==> config.mk <==
export PLATFORM = sky130hd
export DESIGN_NAME = update_scheduler
export DESIGN_NICKNAME = d
export VERILOG_FILES = /design/src/rtl/update_scheduler.sv
export SDC_FILE = /design/constraint.sdc
export NUM_CORES = 1
export LEC_CHECK = 0
export BUFFER_PORTS_ARGS = -buffer_cell sky130_fd_sc_hd__clkbuf_2
export CORE_MARGIN = 4
export CORE_UTILIZATION = 55
export DETAILED_ROUTE_END_ITERATION = 10
export PLACE_DENSITY = 0.78
export SETUP_SLACK_MARGIN = 0.2
export SYNTH_ARGS = -nofsm -noshare
export SYNTH_HDL_FRONTEND = slang
export SYNTH_SLANG_ARGS = --single-unit
==> constraint.sdc <==
create_clock -name clk_i -period 2.44 [get_ports clk_i]
set_input_delay 0 -clock clk_i [delete_from_list [all_inputs] [get_ports clk_i]]
set_output_delay 0 -clock clk_i [all_outputs]
set_load 0.05 [all_outputs]
==> src/rtl/update_scheduler.sv <==
// Per-channel tick dividers feeding a pending register that is served one
// channel at a time, lowest index first, over a req/ack handshake.
module update_scheduler #(
    parameter int N_CH        = 4,
    parameter int DIV_W       = 8,
    parameter int TIMEOUT_CYC = 0
) (
    input  logic                  clk_i,
    input  logic                  rst_ni,
    input  logic                  tick_i,
    input  logic                  enable_i,
    input  logic [N_CH*DIV_W-1:0] div_i,
    input  logic [N_CH-1:0]       ack_i,
    input  logic                  clr_i,
    output logic [N_CH-1:0]       req_o,
    output logic                  busy_o,
    output logic [N_CH-1:0]       overrun_o,
    output logic [N_CH-1:0]       timeout_o
);

    localparam int TMR_W = (TIMEOUT_CYC < 1) ? 1 : $clog2(TIMEOUT_CYC + 1);
    localparam int SEL_W = (N_CH > 1) ? $clog2(N_CH) : 1;
    localparam logic [TMR_W-1:0] TMR_LAST = TMR_W'((TIMEOUT_CYC == 0) ? 0 : TIMEOUT_CYC - 1);

    typedef enum logic {
        IDLE,
        WAIT_ACK
    } state_t;

    state_t              state_q, state_d;
    logic [DIV_W-1:0]    cnt_q [N_CH];
    logic [N_CH-1:0]     due;
    logic [N_CH-1:0]     done;
    logic [N_CH-1:0]     timeoutSet;
    logic [N_CH-1:0]     pend_q, pend_d;
    logic [N_CH-1:0]     req_q, req_d;
    logic [N_CH-1:0]     overrun_q, overrun_d;
    logic [N_CH-1:0]     timeout_q, timeout_d;
    logic [SEL_W-1:0]    sel_q, sel_d;
    logic [SEL_W-1:0]    firstIdx;
    logic [TMR_W-1:0]    timer_q, timer_d;

    // ">=" rather than "==" so a divider lowered below the count fires next tick
    always_comb begin
        due = '0;
        for (int k = 0; k < N_CH; k++) begin
            due[k] = tick_i & enable_i & (cnt_q[k] >= div_i[k*DIV_W +: DIV_W]);
        end
    end

    always_ff @(posedge clk_i or negedge rst_ni) begin
        if (!rst_ni) begin
            cnt_q <= '{default: '0};
        end else if (tick_i && enable_i) begin
            for (int k = 0; k < N_CH; k++) begin
                cnt_q[k] <= due[k] ? '0 : cnt_q[k] + 1'b1;
            end
        end
    end

    always_comb begin
        firstIdx = '0;
        for (int k = N_CH - 1; k >= 0; k--) begin
            if (pend_q[k]) firstIdx = SEL_W'(k);
        end
    end

    always_comb begin
        state_d    = state_q;
        sel_d      = sel_q;
        req_d      = req_q;
        timer_d    = timer_q;
        done       = '0;
        timeoutSet = '0;
        case (state_q)
            IDLE: begin
                if (|pend_q) begin
                    sel_d   = firstIdx;
                    req_d   = N_CH'(1) << firstIdx;
                    timer_d = '0;
                    state_d = WAIT_ACK;
                end
            end
            WAIT_ACK: begin
                if (ack_i[sel_q]) begin
                    req_d       = '0;
                    done[sel_q] = 1'b1;
                    state_d     = IDLE;
                end else if (TIMEOUT_CYC != 0 && timer_q == TMR_LAST) begin
                    req_d             = '0;
                    done[sel_q]       = 1'b1;
                    timeoutSet[sel_q] = 1'b1;
                    state_d           = IDLE;
                end else if (timer_q != '1) begin
                    timer_d = timer_q + 1'b1;
                end
            end
            default: state_d = IDLE;
        endcase
    end

    // A due on an already pending channel is an overrun unless that channel completes this cycle
    always_comb begin
        pend_d    = (pend_q & ~done) | due;
        overrun_d = clr_i ? '0 : (overrun_q | (due & pend_q & ~done));
        timeout_d = clr_i ? '0 : (timeout_q | timeoutSet);
    end

    always_ff @(posedge clk_i or negedge rst_ni) begin
        if (!rst_ni) begin
            state_q   <= IDLE;
            sel_q     <= '0;
            req_q     <= '0;
            timer_q   <= '0;
            pend_q    <= '0;
            overrun_q <= '0;
            timeout_q <= '0;
        end else begin
            state_q   <= state_d;
            sel_q     <= sel_d;
            req_q     <= req_d;
            timer_q   <= timer_d;
            pend_q    <= pend_d;
            overrun_q <= overrun_d;
            timeout_q <= timeout_d;
        end
    end

    assign req_o     = req_q;
    assign busy_o    = (state_q == WAIT_ACK);
    assign overrun_o = overrun_q;
    assign timeout_o = timeout_q;

endmodule

* After elaboration in Yosys (flattened, before gate mapping) *
Cells that the tools add are included.

operators by class
  equality and inequality tests = 2
  bitwise gates (word level) = 12
  mux-type cells = 21
  order comparisons = 6
  shifts and indexed selects = 1
  reduce and logical (&&, ||, !) cells = 5
  add/sub/neg operators = 4

operator list
  cell                                                   count
  adder 8 x 1 -> 8 bit, second input constant            4
  >= comparator 8 bit                                    4
  2-to-1 mux 8 bit                                       4
  2-to-1 mux 4 bit                                       5
  AND 4 bit                                              3
  2-to-1 mux 2 bit                                       4
  bitwise OR 4 bit                                       2
  case mux 4 bit (2 select lines)                        1
  AND 1 bit                                              5
  2-to-1 mux 1 bit                                       4
  NOT 4 bit                                              1
  AND reduction 2 bit                                    2
  OR reduction 4 bit                                     1
  << shifter 1 x 2 -> 4 bit, first input constant        1
  < comparator 2 x 3 -> 1 bit, second input constant     1
  binary-select mux 1 bit (select 2 bit)                 1
  demux 1 bit (select 2 bit)                             1
  >= comparator 2 x 1 -> 1 bit, second input constant    1
  logical AND 1 bit                                      2
  inequality test 2 x 1 -> 1 bit, second input constant  1
  inequality test 2 bit, second input constant           1
  case mux 1 bit (2 select lines)                        1
  NOT 1 bit                                              1

word-level totals
  input port bits = 41
  output and inout bits = 13
  register bits = 47
  word-level logic and storage cells = 60

* Depth between registers and ports, before layout *
  word-level depth = 10
  depth in mapped cells = 8
  mapped depth without buffers = 7

* Least setup slack after synthesis *
Ideal clock, no wire load.

  path kind = reg-to-reg
  start = register cnt_q[8] in the netlist's numbering
  end = register cnt_q[10] in the netlist's numbering
  data required time = 2.361 ns
  data arrival time = 1.820 ns
  cell stages (with the launch flop) = 9
  setup time = 0.079 ns
  slack = 0.540 ns
  period minus slack after synthesis = 1.900 ns
  buffers on the path = 1
  path through = dfrtp_1 inv_1 ha_1 nand2b_1 a2111o_1 a31oi_4 buf_4 nand3_1 mux2i_1

between the ends
  cells in the longest elaborated chain, start to end = 3
  elaborated cells on any way between the ends = 4
  classes of those cells = add/sub: 1; order compare: 1; mux: 1; bitwise: 1

RTL lines
  item                              line  source
  start: declaration                31    logic [DIV_W-1:0] cnt_q [N_CH];
  start signal: indexed assignment  56    cnt_q[k] <= due[k] ? '0 : cnt_q[k] + 1'b1;
  >= comparator 8 bit               47    due[k] = tick_i & enable_i & (cnt_q[k] >= div_i[k*DIV_W +: DIV_W]);
  AND 1 bit                         47
  2-to-1 mux 8 bit *                56

Every way passes the cells marked *; elsewhere a longest branch is shown, timed or not.
A chain may end at the register's enable or synchronous reset.

* Worst setup path in the final report *
  start = register cnt_q[0] in the netlist's numbering
  end = register pend_q[3]

between the ends
  cells in the longest elaborated chain, start to end = 3

RTL lines
  item                    line  source
  >= comparator 8 bit     47
  AND 1 bit               47
  bitwise OR 4 bit        104   pend_d = (pend_q & ~done) | due;
  via pend_d[3]           35    logic [N_CH-1:0] pend_q, pend_d;
  end signal: assignment  123   pend_q <= pend_d;
  end: declaration        35

The timed path passes the listed nets, and every way through them passes these cells.

==> results.json <==
{
  "outcome": "complete, no violations",
  "synth_top_area_cell": "dfrtp_1",
  "cts.sinks": 47,
  "vias": 2754,
  "max_freq_ghz": 0.477,
  "grtUsageMet1_pct": 25.5,
  "final_area_um2": 3570,
  "p_seq_share_pct": 42.6,
  "via_per_inst": 5.70,
  "cts_tree": "built",
  "busiest_layer": "met2",
  "clk_pin_slew_ns": 0.09,
  "p_leak_nw": 1.80,
  "finalMaxSlewViolations": 0,
  "p_int_mw": 1.90,
  "drv_cap": 0,
  "nNetsFinal": 487,
  "floorplan.die.height_um": 83.5,
  "reg2reg_depth": 7,
  "htreeDepth": 2,
  "avgSynthCellArea_um2": 8.81,
  "endpoint": "pend_q[3]",
  "r2r_end": "pend_q[3]",
  "critPathKind": "reg2reg",
  "synth_common_cells": "47 x dfrtp_1, 42 x inv_1, 42 x nand2_1",
  "setup_violations": 0,
  "skew_ns": 0.00536,
  "ctsRootBufferMaster": "clkbuf_8",
  "use_met2_pct": 36.0,
  "layout_setup_ws_ns": 0.342,
  "critPathRequiredTime_ns": 2.64,
  "clock_power_share_pct": 13.7,
  "synthFlopType": "dfrtp_1",
  "netlist_instances": 356,
  "netlist_top_cells_area": "dfrtp_1 37%, ha_1 14%, inv_1 5.0%",
  "synth-edff-count": 0,
  "cts_buffer_depth": 2,
  "syn-cell-area_um2": 3140,
  "gr-usage-met3_pct": 3.55,
  "rows": 27,
  "pre_cts_ws_ns": 0.226,
  "fin_crit_sh_pct": 86.0,
  "core_um2": 5510,
  "num_io_pins": 54,
  "yosysTopAreaCellShare_pct": 37.5,
  "cts_made_buffers": 5,
  "tns_ns": 0,
  "yosys_warnings": 0,
  "worst_slew_pin_slew_ns": 0.589,
  "reg2reg_slack_ns": 0.34,
  "finalHoldViolCount": 0,
  "clk_latency_ns": 0.31,
  "first_global_vias": 2726,
  "gr-total-overflow": 0,
  "dp_hpwl_um": 5080,
  "switching_power_mw": 1.49,
  "hp-class": "in2reg",
  "antenna_found_initial": 0,
  "crit_start": "cnt_q[0]",
  "grt_pass1_wl_um": 12000,
  "ys_types": 53,
  "async_flop_share_pct": 100,
  "gp_congestion": 0.855,
  "diodes": 0,
  "port_buffers": 49,
  "end_kind": "flop",
  "drt.antenna.violating_nets": 0,
  "postCtsSetupRepairBufs": 0,
  "synthMostInstantiatedCell": "dfrtp_1",
  "swShare_pct": 43.9,
  "firstDrtPassIters": 4,
  "initial_utilization_pct": 57.0,
  "drt-wirelength-per-cell_um": 13.6,
  "ys_seq_area_share_pct": 37.5,
  "dieArea_um2": 6980,
  "postLayoutCoreUtil_pct": 64.8,
  "peakVddDrop_mv": 0.490,
  "layout-drive-gt1-share_pct": 17.8,
  "die_w_um": 83.5,
  "routed_wl_um": 6590,
  "reg2reg_from": "cnt_q[0]",
  "crit_arrival_ns": 2.30,
  "slew_headroom_pct": 60.7,
  "grt_usage_pct": 20.5,
  "rsz0062_at_grt": "false",
  "power_density_nw_per_um2": 950,
  "route.detailed.drc": 0,
  "synth_seq_cells": 47,
  "dpl-instance-area_um2": 3450,
  "syn_to_final_growth_pct": 13.8,
  "finalCriticalPeriod_ns": 2.10,
  "grt_max_degree": 48,
  "crit_fanout": 5,
  "drt-initial-drc-count": 232,
  "share_comb_of_total_power_pct": 43.7,
  "startpoint_type": "flop"
}
==> power groups by stage <==
| stage | Sequential (mW) | Combinational, mW | Clock (mW) |
|---|---|---|---|
| global route | 1.52 | 1.71 | 0.499 |
| CTS | 1.44 | 1.47 | 0.467 |
| global placement | 1.44 | 1.38 | 0 |
| detailed placement | 1.46 | 1.46 | 0 |
| finish | 1.45 | 1.48 | 0.463 |
| floorplan | 1.45 | 1.05 | 0 |
==> repair_timing <==
action / CTS / global route
hold buffers: 2 / 0
hold endpoints to repair: 50 / 0
endpoints found under the setup margin: 2 / 9
gates resized for setup: 1 / 3
cloned: 0 / 0
==> worst max-delay path: stages, from the launching register on <==
cell      delay, ns
dfrtp_1        0.42
inv_1          0.06
ha_1           0.26
nand2b_1       0.15
a2111o_1       0.44
a31oi_2        0.31
nor2_1         0.16
a21o_1         0.19
==> worst min path at each step <==
stage,start,to,slack (ns),cells after the start
2_1_floorplan,rst_ni,busy_o,-0.30,0
3_3_place_gp,rst_ni,req_o[2],0.13,2
3_5_place_dp,rst_ni,req_o[2],0.13,2
4_1_cts,ack_i[3],pend_q[3],0.04,3
5_1_grt,ack_i[3],pend_q[3],0.07,3
6_report,ack_i[3],pend_q[3],0.04,3
==> cell families (layout without fill, tap and decap cells) <==
group	count (synthesis)	count (layout)	synth area share, %
simple gates	125	125	18.9
compound gates	84	84	18.7
buf+inv	53	105	7.02
flops	47	47	37.5
fa+ha+maj	36	36	14.4
mux	6	6	2.35
xor+xnor	4	4	1.12
other cells	1	4	0.120
==> state kept, by name, indices dropped and copies added (netlist names) <==
| register | count |
|---|---|
| busy_o | 1 |
| pend_q | 4 |
| sel_q | 2 |
| overrun_o | 4 |
| req_o | 4 |
| cnt_q | 32 |
==> cell type report <==
class | count | area (um2)
fill | 483 | 1940
multi-input combinational | 259 | 1770
timing repair buffer | 55 | 295
clock buffer | 7 | 76.3
clock inverter | 1 | 5.00
inverter | 42 | 158
sequential | 47 | 1180
tap | 72 | 90.1
==> metal layers <==
metal / part of all wire (%) / vias to the layer above
li1: - / 1361
met1: 43 / 1310
met2: 51 / 77
met3: 5.0 / 6
met4: 1.2 / 0
met5: 0 / -
==> through the flow <==
stage	cells	hold WS (ns)	power (mW)
5_1_grt	483	0.0657	3.73
6_report	483	0.0393	3.39
4_1_cts	483	0.0361	3.38
2_1_floorplan	359	-0.296	2.50
3_3_place_gp	473	0.130	2.82
3_5_place_dp	473	0.131	2.91
==> cells in the final DEF (no fill, tap or decap), drive strengths merged, types with 5 or more instances in the layout <==
cell	count
clkbuf	56
dfrtp	47
nand2	43
inv	42
ha	36
o21ai	24
nor2	23
nand3	20
a21oi	15
nand2b	11
a22o	8
nand4	7
nor3	6
a31oi	5
(Power assumes the default switching activity.)
